==> src/rtl/alu_arbiter.sv <==
// alu_arbiter
//   Two-requester round-robin arbiter and sequencer for the shared ALU.
//   Each cycle it picks at most one valid request and steers that
//   requester's operands and control code to the ALU. The combinational ALU
//   result and flags are then captured into a one-deep response register
//   that supports backpressure. The block also holds the architectural NZCV
//   flags register, which only ADDS and SUBS update.
//
// Ports
//   clk                        rising-edge clock
//   reset                      asynchronous active-low reset
//   req0_*/req1_*              valid/ready request channels: a, b, ctrl payload
//   alu_a, alu_b, alu_ctrl     operands and control code driven to the ALU
//   alu_result, alu_n..alu_v   combinational ALU result and flag outputs
//   rsp_valid/rsp_ready        response handshake
//   rsp_id                     requester that issued the response
//   rsp_result, rsp_flags      registered result and {N,Z,C,V}
//   rsp_err                    set when the control code was illegal
//   flags                      architectural {N,Z,C,V} register
module alu_arbiter #(
    parameter int W = 64
) (
    input  logic         clk,
    input  logic         reset,
    input  logic         req0_valid,
    output logic         req0_ready,
    input  logic [W-1:0] req0_a,
    input  logic [W-1:0] req0_b,
    input  logic [3:0]   req0_ctrl,
    input  logic         req1_valid,
    output logic         req1_ready,
    input  logic [W-1:0] req1_a,
    input  logic [W-1:0] req1_b,
    input  logic [3:0]   req1_ctrl,
    output logic [W-1:0] alu_a,
    output logic [W-1:0] alu_b,
    output logic [3:0]   alu_ctrl,
    input  logic [W-1:0] alu_result,
    input  logic         alu_n,
    input  logic         alu_z,
    input  logic         alu_c,
    input  logic         alu_v,
    output logic         rsp_valid,
    input  logic         rsp_ready,
    output logic         rsp_id,
    output logic [W-1:0] rsp_result,
    output logic [3:0]   rsp_flags,
    output logic         rsp_err,
    output logic [3:0]   flags
);

    typedef enum logic {
        RSP_EMPTY = 1'b0,
        RSP_FULL  = 1'b1
    } rsp_state_t;

    rsp_state_t   state_reg, state_next;
    logic         last_grant_reg;
    logic         rsp_id_reg;
    logic [W-1:0] rsp_result_reg;
    logic [3:0]   rsp_flags_reg;
    logic         rsp_err_reg;
    logic [3:0]   flags_reg;

    logic         grant_valid;
    logic         grant_id;
    logic         can_accept;
    logic         accept;
    logic         illegal;
    logic         sets_flags;

    // Grant depends only on the valids and the round-robin pointer, never on
    // the payload, so ready cannot combinationally loop through the ALU.
    always_comb begin
        grant_valid = req0_valid | req1_valid;
        grant_id    = 1'b0;
        if (req0_valid && req1_valid) begin
            grant_id = ~last_grant_reg;
        end else if (req1_valid) begin
            grant_id = 1'b1;
        end
    end

    assign can_accept = (state_reg == RSP_EMPTY) | rsp_ready;
    assign accept     = grant_valid & can_accept;
    assign req0_ready = accept & ~grant_id;
    assign req1_ready = accept & grant_id;

    // With no grant grant_id is 0, so requester 0's payload is presented.
    assign alu_a    = grant_id ? req1_a    : req0_a;
    assign alu_b    = grant_id ? req1_b    : req0_b;
    assign alu_ctrl = grant_id ? req1_ctrl : req0_ctrl;

    always_comb begin
        illegal = 1'b1;
        case (alu_ctrl)
            4'b0000, 4'b0001, 4'b0010, 4'b0110,
            4'b0111, 4'b1010, 4'b1110: illegal = 1'b0;
            default:                   illegal = 1'b1;
        endcase
    end

    // Only ADDS and SUBS write the flags; illegal codes with bit 3 set must not.
    assign sets_flags = (alu_ctrl == 4'b1010) || (alu_ctrl == 4'b1110);

    // Response register occupancy
    always_ff @(posedge clk or negedge reset) begin
        if (!reset) begin
            state_reg <= RSP_EMPTY;
        end else begin
            state_reg <= state_next;
        end
    end

    always_comb begin
        state_next = state_reg;
        case (state_reg)
            RSP_EMPTY: begin
                if (accept) begin
                    state_next = RSP_FULL;
                end
            end
            RSP_FULL: begin
                // An accept while FULL implies rsp_ready: reload and stay FULL.
                if (rsp_ready && !accept) begin
                    state_next = RSP_EMPTY;
                end
            end
            default: state_next = RSP_EMPTY;
        endcase
    end

    // Response payload, round-robin pointer and architectural flags
    always_ff @(posedge clk or negedge reset) begin
        if (!reset) begin
            last_grant_reg <= 1'b1;
            rsp_id_reg     <= 1'b0;
            rsp_result_reg <= '0;
            rsp_flags_reg  <= 4'b0000;
            rsp_err_reg    <= 1'b0;
            flags_reg      <= 4'b0000;
        end else if (accept) begin
            last_grant_reg <= grant_id;
            rsp_id_reg     <= grant_id;
            rsp_result_reg <= alu_result;
            rsp_flags_reg  <= {alu_n, alu_z, alu_c, alu_v};
            rsp_err_reg    <= illegal;
            if (sets_flags) begin
                flags_reg <= {alu_n, alu_z, alu_c, alu_v};
            end
        end
    end

    assign rsp_valid  = (state_reg == RSP_FULL);
    assign rsp_id     = rsp_id_reg;
    assign rsp_result = rsp_result_reg;
    assign rsp_flags  = rsp_flags_reg;
    assign rsp_err    = rsp_err_reg;
    assign flags      = flags_reg;

endmodule

==> config.mk <==
export PLATFORM = sky130hd
export DESIGN_NAME = alu_arbiter
export DESIGN_NICKNAME = d
export VERILOG_FILES = /design/src/rtl/alu_arbiter.sv
export SDC_FILE = /design/constraint.sdc
export NUM_CORES = 1
export LEC_CHECK = 0
export ABC_AREA = 1
export CAP_MARGIN = 20
export CORE_AREA = 10 10 202 204
export DETAILED_ROUTE_END_ITERATION = 16
export DIE_AREA = 0 0 212 214
export GPL_TIMING_DRIVEN = 0
export PLACE_DENSITY = 0.48
export SLEW_MARGIN = 5
export SYNTH_ARGS = -nofsm -noshare
export SYNTH_HDL_FRONTEND = slang
export SYNTH_SLANG_ARGS = --single-unit
export TNS_END_PERCENT = 30
==> constraint.sdc <==
create_clock -name clk -period 1.5 [get_ports clk]
set_input_delay 0.3 -clock clk [delete_from_list [all_inputs] [get_ports clk]]
set_output_delay 0.3 -clock clk [all_outputs]
set_load 0.05 [all_outputs]
=== Word-level counts from Yosys, hierarchy flattened ===
Index checks and enable logic that the tools add are counted.

* Input port bits: 337
* Register bits after elaboration: 76
* Word-level logic and storage cells: 37

* Mux-type cells: 9
* Reductions and logical operators: 7
* Equality and inequality tests: 6
* Bitwise operators: 8

{| class="wikitable"
|+ Operators with widths
! cell !! number
|-
| $mux W64 || 2
|-
| $eq A4 B3 Y1 const B || 2
|-
| $eq A4 B4 Y1 const B || 2
|-
| $reduce_or A7 Y1 || 1
|-
| $mux W1 || 5
|-
| $eq A4 B1 Y1 const B || 1
|-
| $eq A4 B2 Y1 const B || 1
|-
| $logic_not A4 Y1 || 1
|-
| $mux W4 || 1
|-
| $and A1 B1 Y1 || 3
|-
| $not A1 Y1 || 3
|-
| $logic_and A1 B1 Y1 || 2
|-
| $or A1 B1 Y1 || 2
|-
| $pmux W1 S2 || 1
|-
| $reduce_and A2 Y1 || 1
|-
| $logic_not A1 Y1 || 1
|-
| $logic_or A1 B1 Y1 || 1
|}

=== Depth between registers and ports, before layout ===
Gate-level depths: netlist (run 1).

* Depth in word-level cells: 7
* Gate-level depth with buffers: 9
* Mapped depth without buffers: 8

=== Worst setup path before layout (run 1) ===
No wires, ideal clock.

* Path kind: register -> output
* Start point: reg state_reg, in the netlist rsp_valid
* End point: out req0_ready
* Arrival: 1.846 ns
* Path slack: -0.646 ns
* Cell stages (with the launch flop): 8
* Buffers on the path: 2
* Data required time: 1.200 ns
* Cell sequence: dfrtp_1 inv_1 nor2_1 nor2_4 inv_2 buf_6 buf_6 nor2_1

* Word-level cells in the longest chain between the ends: 4

{| class="wikitable"
|+ Ends and longest elaborated chain
! what !! line !! RTL
|-
| start, declared || 57 || <nowiki>rsp_state_t state_reg, state_next;</nowiki>
|-
| start signal, assigned || 111 || <nowiki>state_reg <= state_next;</nowiki>
|-
| $not A1 Y1 || n/a ||
|-
| $or A1 B1 Y1 || 84 || <nowiki>assign can_accept = (state_reg == RSP_EMPTY) | rsp_ready;</nowiki>
|-
| $and A1 B1 Y1 || 85 || <nowiki>assign accept = grant_valid & can_accept;</nowiki>
|-
| $and A1 B1 Y1 || 86 || <nowiki>assign req0_ready = accept & ~grant_id;</nowiki>
|-
| end, declared || 26 || <nowiki>output logic req0_ready,</nowiki>
|}

Every way passes these cells.

=== Worst setup path after layout (run 1) ===
* Start point: reg last_grant_reg
* End point: out alu_b[18]

* Word-level cells in the longest chain between the ends: 3

{| class="wikitable"
|+ Ends and longest elaborated chain
! what !! line !! RTL
|-
| start, declared || 58 || <nowiki>logic last_grant_reg;</nowiki>
|-
| start signal, assigned || 143 || <nowiki>last_grant_reg <= grant_id;</nowiki>
|-
| $not A1 Y1 || 78 || <nowiki>grant_id = ~last_grant_reg;</nowiki>
|-
| $mux W1 || 77 || <nowiki>if (req0_valid && req1_valid) begin</nowiki>
|-
| $mux W64 || 91 || <nowiki>assign alu_b = grant_id ? req1_b : req0_b;</nowiki>
|-
| end, declared || 36 || <nowiki>output logic [W-1:0] alu_b,</nowiki>
|}

Every way passes these cells.

==> flow_summary.ini, run 1 <==
[outcome]
status = finished, violations left
violations = negative setup slack

[clock_network]
clk_pin_slew_ps = 60
clockBufferDepth = 2
clock_latency_ps = 340
cts_buffers = 9
cts_tree = built
cts_sinks = 76
cts_max_level = 3
cts-root-buf = clkbuf_16

[critical_path]
rr_worst_depth = 9
r2r-end = flags[3]
max_stage_delay_ps = 550
crit_buf_inv = 5
critical_path_class = reg2out
rr_startpoint = last_grant_reg
crit_slowest_cell = dfstp_2
ff2ff_setup_slack_ps = -120
path_delay_family = buffers and inverters
crit_path_start_kind = flip-flop
arrival_ps = 1870
endpoint_kind = output pin
cp.required_ps = 1200
crit_chain = nand2_4 > nand2_4 > buf_12 > inv_8 > buf_12 > clkbuf_16 > nand2_1 > nand2_2 > buf_8
crit_fanout = 7

[logic_synthesis]
syn_inst = 768
ys_warn_count = 0
synth.distinct_cells = 16
yosysSeqAreaShare_pct = 40.0
yosys-top-cells-area = nand2_1 49%, dfrtp_1 39%, buf_6 4.7%
ys_seq_elements = 76
syn_nets = 1105
syn_area_per_cell_um2 = 6.19
synth_area_leader_cell = nand2_1
syn_area_um2 = 4750
yosys.area.top_type_share_pct = 48.6

[die]
dieArea_um2 = 45400
rows = 71
fp.dieW_um = 212
die-height_um = 214
core_area_um2 = 37000
io_pins = 546
start_util_pct = 12.8

[placed_design]
place_hpwl_um = 34100
port_buffers = 545
place_congestion = 0.938

[power]
power.leakage_nw = 6.95
seqPwrFrac_pct = 20.9
ir_drop_v = 0.000925
p_int_mw = 6.57
power_per_cell_area_nw_per_um2 = 901
p_comb_share_pct = 60.1
p_switching_mw = 5.35
p_total_mw = 11.9
p_sw_share_pct = 44.9
p_clk_share_pct = 19.0

[final_layout]
largest_reg_flops = 64
drive_gt1_share_pct = 30.8
final_common_cell = nand2_1
layout_common_cells = 435 x nand2_1, 333 x clkdlybuf4s50_1, 106 x buf_6
nets = 1679
fill_cells = 3905
fin_util_pct = 35.7
syn_to_final_growth_pct = 178

[global_route]
antenna_found_initial = 14
grt_max_degree = 53
overflow = 0
grt.total_usage_pct = 16.3
grt_pass1_wl_um = 53700
first_global_vias = 7142

[timing]
clock_skew_ps = 5.15
rsz0062_at_grt = yes
setup_viol = 139
slew-limit-headroom_pct = 61.2
slew_viol_final = 0
period_minus_slack_ps = 2170
max_freq_mhz = 460
tightest_slew_ps = 581
setup_slack_ps = -674
hold_viol = 0
layout_worst_path_cycle_share_pct = 145

[drt]
num_vias = 7066
ant_nets = 0
drt_pass1_iterations = 4
drc_errors = 0
drt_iter0_drc = 255
wl_per_cell_um = 22.0
wl_um = 40200
viasPerCell = 3.86

[job]
drv_cap = 0

[worst_hold_path]
hold_class = in2async
==> final cells by class <==
cell class	instances	area (um2)	share of cell area (%)
inverter	9	41.3	0.312
timing repair buffer	563	6270	47.4
buffer	44	604	4.57
clock buffer	13	260	1.97
multi-input combinational	639	3480	26.3
sequential	76	1900	14.4
tap	474	593	4.48
clock inverter	3	43.8	0.331
antenna	10	25.0	0.189
==> routing by layer <==
| metal | global-route usage, % | share of wire (%) |
|---|---|---|
| met1 | 16.1 | 34 |
| met2 | 30.9 | 53 |
| met3 | 6.65 | 11 |
| met4 | 3.60 | 2.0 |
| met5 | 0 | 0.060 |
==> cells by family (layout without fill, tap and decap cells) <==
group	Yosys count	after routing	share of synthesized area [%]
simple gates	637	637	51.4
flops	76	76	40.0
buf+inv	53	632	8.29
compound gates	2	2	0.290
other cells	0	10	0
==> repair_timing <==
action / CTS / global route
cloned: 3 / 8
pin swaps: 6 / 15
buffers inserted: 3 / 2
setup endpoints to repair: 283 / 224
resized for setup: 1048 / 237
hold endpoints to repair: 23 / 0
hold buffers: 1 / 0
==> through the flow <==
step | TNS (ps) | std cells | area, um2 | setup slack [ps] | hold slack, ps
2_1_floorplan | -29200 | 768 | 5330 | -288 | 4.41
3_3_place_gp | -452750 | 1787 | 11400 | -2920 | 454
3_5_place_dp | -233810 | 1788 | 11400 | -1710 | 247
4_1_cts | -113180 | 1811 | 12400 | -705 | 422
5_1_grt | -94320 | 1825 | 13200 | -743 | 448
6_report | -84120 | 1831 | 13200 | -674 | 413
==> how the worst max path moves through the flow <==
stage / startpoint / end / slack (ps) / depth (start not counted)
after floorplan: last_grant_reg / alu_a[61] / -290 / 7
after global placement: reset / rsp_result[31] / -2920 / 1
after detailed placement: req1_valid / alu_b[22] / -1710 / 9
after CTS: last_grant_reg / alu_a[8] / -700 / 9
after global routing: last_grant_reg / alu_a[32] / -740 / 9
final: last_grant_reg / alu_b[18] / -670 / 9
==> worst register-to-register path, stage by stage (launching register included) <==
cell,delay (ps)
dfstp_2,550
nand2_4,60
buf_4,130
buf_4,140
nand3b_1,80
nand2_1,110
nor2_4,220
nand2_2,120
nand2_1,70
nand2_1,40
==> power by group through the flow <==
| stage | registers (mW) | logic [mW] | clock network (mW) |
|---|---|---|---|
| global route | 2.53 | 7.53 | 2.41 |
| CTS | 2.50 | 6.95 | 2.33 |
| floorplan | 3.53 | 2.59 | 0 |
| detailed placement | 2.53 | 6.47 | 0 |
| global placement | 2.52 | 6.47 | 0 |
| finish | 2.49 | 7.16 | 2.27 |
==> synth_stat cells (all sizes together) <==
cell and count:
dfstp 1, dfrtp 75, nand3 9, inv 9, nand3b 1, nor2 8, nand2 619, o21ai 2
buf 44
No activity file was read; power rests on OpenSTA's default activity.
==> run 2, diff against run 1 <==
Settings changed: ABC_AREA 1 to unset, CORE_AREA 10 10 202 204 to 10 10 201 203, DIE_AREA 0 0 212 214 to 0 0 211 213.
Clock period 1.5 ns to 1.87 ns, I/O delays scaled along.
==> flow_summary.ini, run 2 <==
[outcome]
status = finished, violations left
violations = negative setup slack

[critical_path]
crit_slowest_cell = dfstp_2
max_stage_delay_ps = 390
crit_fanout = 6
path_delay_family = buffers and inverters
crit_buf_inv = 4
rr_worst_depth = 5
arrival_ps = 2060
endpoint_kind = output pin
cp-startpoint = last_grant_reg
r2r-end = flags[2]
rr_startpoint = last_grant_reg
crit_chain = a21boi_4 > clkbuf_16 > buf_12 > buf_12 > mux2_4 > buf_8
crit_path_start_kind = flip-flop
critical_path_class = reg2out
ff2ff_setup_slack_ps = 60
cp.required_ps = 1500
crit_top_cell = buf_12

[timing]
slew_viol_final = 0
max_freq_mhz = 410
layout_worst_path_cycle_share_pct = 130
fin_tns_setup_ps = -62090
slew-limit-headroom_pct = 58.5
hold_slack_ps = 468
clock_skew_ps = 11.0
setup_viol = 135
period_minus_slack_ps = 2440
hold_viol = 0
rsz0062_at_grt = yes
tightest_slew_ps = 621
setup_slack_ps = -567

[logic_synthesis]
syn_nets = 806
synth.distinct_cells = 26
syn_area_per_cell_um2 = 9.62
ys_seq_elements = 76
syn_area_um2 = 4510
synth_common_cells = 206 x nand2_1, 131 x mux2_2, 75 x dfrtp_1
yosys.area.top_type_share_pct = 41.6
yosys-top-cells-area = dfrtp_1 42%, mux2_2 33%, nand2_1 17%
synth_area_leader_cell = dfrtp_1
ys.flop_type = dfrtp_1
ys_warn_count = 0
synthArstFlopShare_pct = 100
synthMostInstantiatedCell = nand2_1
synth-edff-count = 0
syn_inst = 469
yosysSeqAreaShare_pct = 42.2

[drt]
num_vias = 5783
wl_per_cell_um = 24.9
drt_pass1_iterations = 4
ant_nets = 0
viasPerCell = 3.77
wl_um = 38200
drt_iter0_drc = 287
drc_errors = 0

[die]
fp.dieW_um = 211
dieArea_um2 = 44900
rows = 70
die-height_um = 213
start_util_pct = 12.4
io_pins = 546
core_area_um2 = 36300

[final_layout]
layout_common_cells = 334 x clkdlybuf4s50_1, 206 x nand2_1, 83 x mux2_2
final-instance-count-excl-fill = 1533
nets = 1394
largest_reg_flops = 64
drive_gt1_share_pct = 32.2
final_common_cell = clkdlybuf4s50_1
syn_to_final_growth_pct = 168

[placed_design]
place_hpwl_um = 32600
port_buffers = 545
placedCellCount = 1483
place_congestion = 0.860

[worst_hold_path]
min_path_cells = 2
hold_class = reg2reg
min_from = rsp_result[23]
hold_end = rsp_result[23]

[global_route]
grt.total_usage_pct = 15.9
grt_max_degree = 52
antenna_found_initial = 22
overflow = 0
grt_pass1_wl_um = 50400
first_global_vias = 6185

[clock_network]
clockBufferDepth = 2
cts_max_level = 3
cts_buffers = 9
cts_sinks = 76
clock_latency_ps = 350
cts-root-buf = clkbuf_16
cts_tree = built
clk_pin_slew_ps = 70

[power]
power.leakage_nw = 6.08
power_per_cell_area_nw_per_um2 = 761
ir_drop_v = 0.000452

[job]
drv_cap = 0
[run 2: changes by cell type in the layout (fill, tap and decap cells not counted), moves of 7 or more]
| cell | previous run | this run |
|---|---|---|
| nand3_1 | 9 | 0 |
| clkbuf_2 | 11 | 4 |
| nand2_8 | 17 | 0 |
| nand2_4 | 66 | 0 |
| nand2_1 | 435 | 206 |
| buf_8 | 34 | 42 |
| buf_2 | 5 | 25 |
| buf_6 | 106 | 72 |
| mux2_4 | 0 | 48 |
| diode_2 | 10 | 3 |
| dlymetal6s2s_1 | 64 | 74 |
| mux2_2 | 0 | 83 |
| nand2_2 | 101 | 0 |
[run 2: report_power, final]
part           internal, mW  total [mW]  switching [mW]  leakage (nW)
clock network          1.07        1.81           0.736         0.142
logic                  2.34        5.39            3.06          5.02
registers              1.88        2.00           0.117         0.922
total                  5.29        9.20            3.91          6.08
[run 2: how the worst max path moves through the flow]
stage	to	slack, ps	cells past startpoint
final	alu_b[11]	-570	6
after CTS	alu_a[50]	-790	6
after detailed placement	alu_b[7]	-1590	6
after global routing	alu_b[13]	-670	6
after floorplan	req0_ready	-110	4
after global placement	rsp_result[35]	-2730	1
[run 2: cells by family (layout without fill, tap and decap cells)]
logic type,count (synthesis),after routing,share of synthesized area (%)
other cells,0,3,0
xor+xnor,2,2,0.388
mux,135,135,33.7
flops,76,76,42.2
compound gates,12,12,1.91
simple gates,212,212,18.0
buf+inv,32,625,3.85
[run 2: routing by layer]
metal	routed length, um	track usage [%]
met1	14000	17.7
met2	19000	27.0
met3	4660	7.98
met4	340	2.57
met5	193	0
[run 2: worst register-to-register path: cells and delay by family (launching register included)]
family / cells / cell delay, ps
flops: 1 / 560
buf+inv: 1 / 170
compound gates: 2 / 410
mux: 1 / 360
simple gates: 1 / 180
[run 2: per-stage QoR]
step                power, mW  worst slack, ps  instance area, um2  util (%)
floorplan                4.74             -106                4520         -
global placement         6.90            -2730               10600      29.1
detailed placement       6.91            -1590               10600      29.2
CTS                      9.20             -787               11800      32.4
global route             9.63             -668               12100      33.3
finish                   9.20             -567               12100      33.3
[run 2: timing repair]
item | 4_1_cts | 5_1_grt
gates resized for setup | 691 | 485
gates cloned | 7 | 1
setup buffers | 17 | 10
hold endpoints to repair | 24 | 0
setup endpoints to repair | 282 | 283
pin swaps | 0 | 1
hold buffers | 1 | 0
[run 2: cell type report]
type,count,area [um2]
Inverter,2,7.51
Antenna cell,3,7.51
Tap cell,468,586
Sequential cell,76,1900
Clock inverter,5,58.8
Clock buffer,11,243
Buffer,29,335
Fill cell,3758,24200
Multi-Input combinational cell,361,2640
Timing Repair Buffer,578,6310
==> run 3, diff against run 2 <==
Settings changed: CORE_AREA 10 10 201 203 to 2 2 211 213, DIE_AREA 0 0 211 213 to 0 0 213 215, PLACE_DENSITY 0.48 to 0.42.
==> flow_summary.ini, run 3 (synthesized netlist as in run 2, its figures left out) <==
[outcome]
status = finished, violations left
violations = negative setup slack

[global_route]
overflow = 0
first_global_vias = 5936
grt_pass1_wl_um = 47500
top_usage_layer = met2
antenna_found_initial = 20
grt_max_degree = 57
met3_usage_pct = 7.20
grtUsageMet2_pct = 25.6
grt.total_usage_pct = 15.1
grt_use_met1_pct = 17.6

[placed_design]
placedCellCount = 1607
place_congestion = 0.862
place_hpwl_um = 31200
port_buffers = 545
pre_cts_ws_ps = -1580
placed_area_um2 = 10700

[timing]
max_freq_mhz = 422
period_minus_slack_ps = 2370
slew_viol_final = 0
slew-limit-headroom_pct = 55.7
tightest_slew_ps = 663
layout_worst_path_cycle_share_pct = 127
rsz0062_at_grt = yes
fin_tns_setup_ps = -51720
setup_slack_ps = -499
setup_viol = 135
clock_skew_ps = 14.6
hold_viol = 0

[clock_network]
clockBufferDepth = 2
cts_sinks = 76
clk_pin_slew_ps = 70
clock_latency_ps = 360
cts-root-buf = clkbuf_16
cts_buffers = 9
cts_max_level = 3
cts_tree = built

[drt]
drt_iter0_drc = 215
viasPerCell = 3.51
drt_pass1_iterations = 4
ant_nets = 0
num_vias = 5728
wl_per_cell_um = 22.1
drc_errors = 0
wl_um = 36000

[critical_path]
endpoint_kind = output pin
crit_path_start_kind = flip-flop
cp.required_ps = 1500
arrival_ps = 2000
critical_path_class = reg2out
crit_fanout = 10

[die]
core_area_um2 = 43600
io_pins = 546
fp.dieW_um = 213
die-height_um = 215
dieArea_um2 = 45800
rows = 77
start_util_pct = 10.3

[job]
drv_cap = 0

[worst_hold_path]
hold_class = in2reg

[final_layout]
final-instance-count-excl-fill = 1631
final_common_cell = clkdlybuf4s50_1
final_area_um2 = 11100
syn_to_final_growth_pct = 146
largest_reg_flops = 64
layout_common_cells = 334 x clkdlybuf4s50_1, 205 x nand2_1, 118 x mux2_2
nets = 1369
fill_cells = 4766
drive_gt1_share_pct = 31.1

[power]
power_per_cell_area_nw_per_um2 = 780
power.leakage_nw = 5.54
ir_drop_v = 0.000394
run 3: per-layer routing:
metal / up-vias / part of all wire [%]
li1: 2683 / -
met5: - / 0.46
met2: 280 / 47
met3: 52 / 11
met1: 2685 / 41
met4: 28 / 1.0
run 3: layout make-up:
type | count | area (um2) | area share (%)
Antenna cell | 2 | 5.00 | 0.0451
Buffer | 30 | 279 | 2.52
Clock buffer | 9 | 225 | 2.03
Clock inverter | 7 | 80.1 | 0.722
Inverter | 2 | 7.51 | 0.0677
Multi-Input combinational cell | 361 | 2520 | 22.7
Sequential cell | 76 | 1900 | 17.2
Tap cell | 592 | 741 | 6.68
Timing Repair Buffer | 552 | 5330 | 48.0
run 3: timing repair:
item	4_1_cts	5_1_grt
hold buffers	1	0
setup buffers	3	2
endpoints found under the setup margin	279	264
pin swaps	0	1
gates resized for setup	788	120
hold endpoints to repair	19	0
run 3: final timing paths:
kind                            slack [ps]  cells past startpoint             end      startpoint
worst max-delay path                  -500                      5        alu_b[6]  last_grant_reg
worst min-delay path                   340                      3  last_grant_reg      req1_valid
worst max register to register         100                      5        flags[1]  last_grant_reg
worst min register to register         470                      2  rsp_result[60]  rsp_result[60]
max in group asynchronous              760                      3  rsp_result[41]           reset
min in group asynchronous              480                      2    rsp_flags[1]           reset
run 3: power by group:
group,switching (mW),internal [mW]
Clock,0.814,1.05
Combinational,2.93,1.86
Sequential,0.117,1.88
run 3: worst max-delay path: stages, from the launching register on:
cell and delay, ps:
dfstp_2 390, a21boi_4 230, buf_12 190, buf_6 180
mux2_2 410, buf_4 220
run 3: metrics by stage:
step,total power [mW],hold WS [ps],utilization (%)
3_5_place_dp,6.91,299,24.6
6_report,8.65,338,25.4
2_1_floorplan,4.74,78.4,-
4_1_cts,8.81,446,24.9
5_1_grt,9.06,358,25.4
3_3_place_gp,6.90,459,24.6
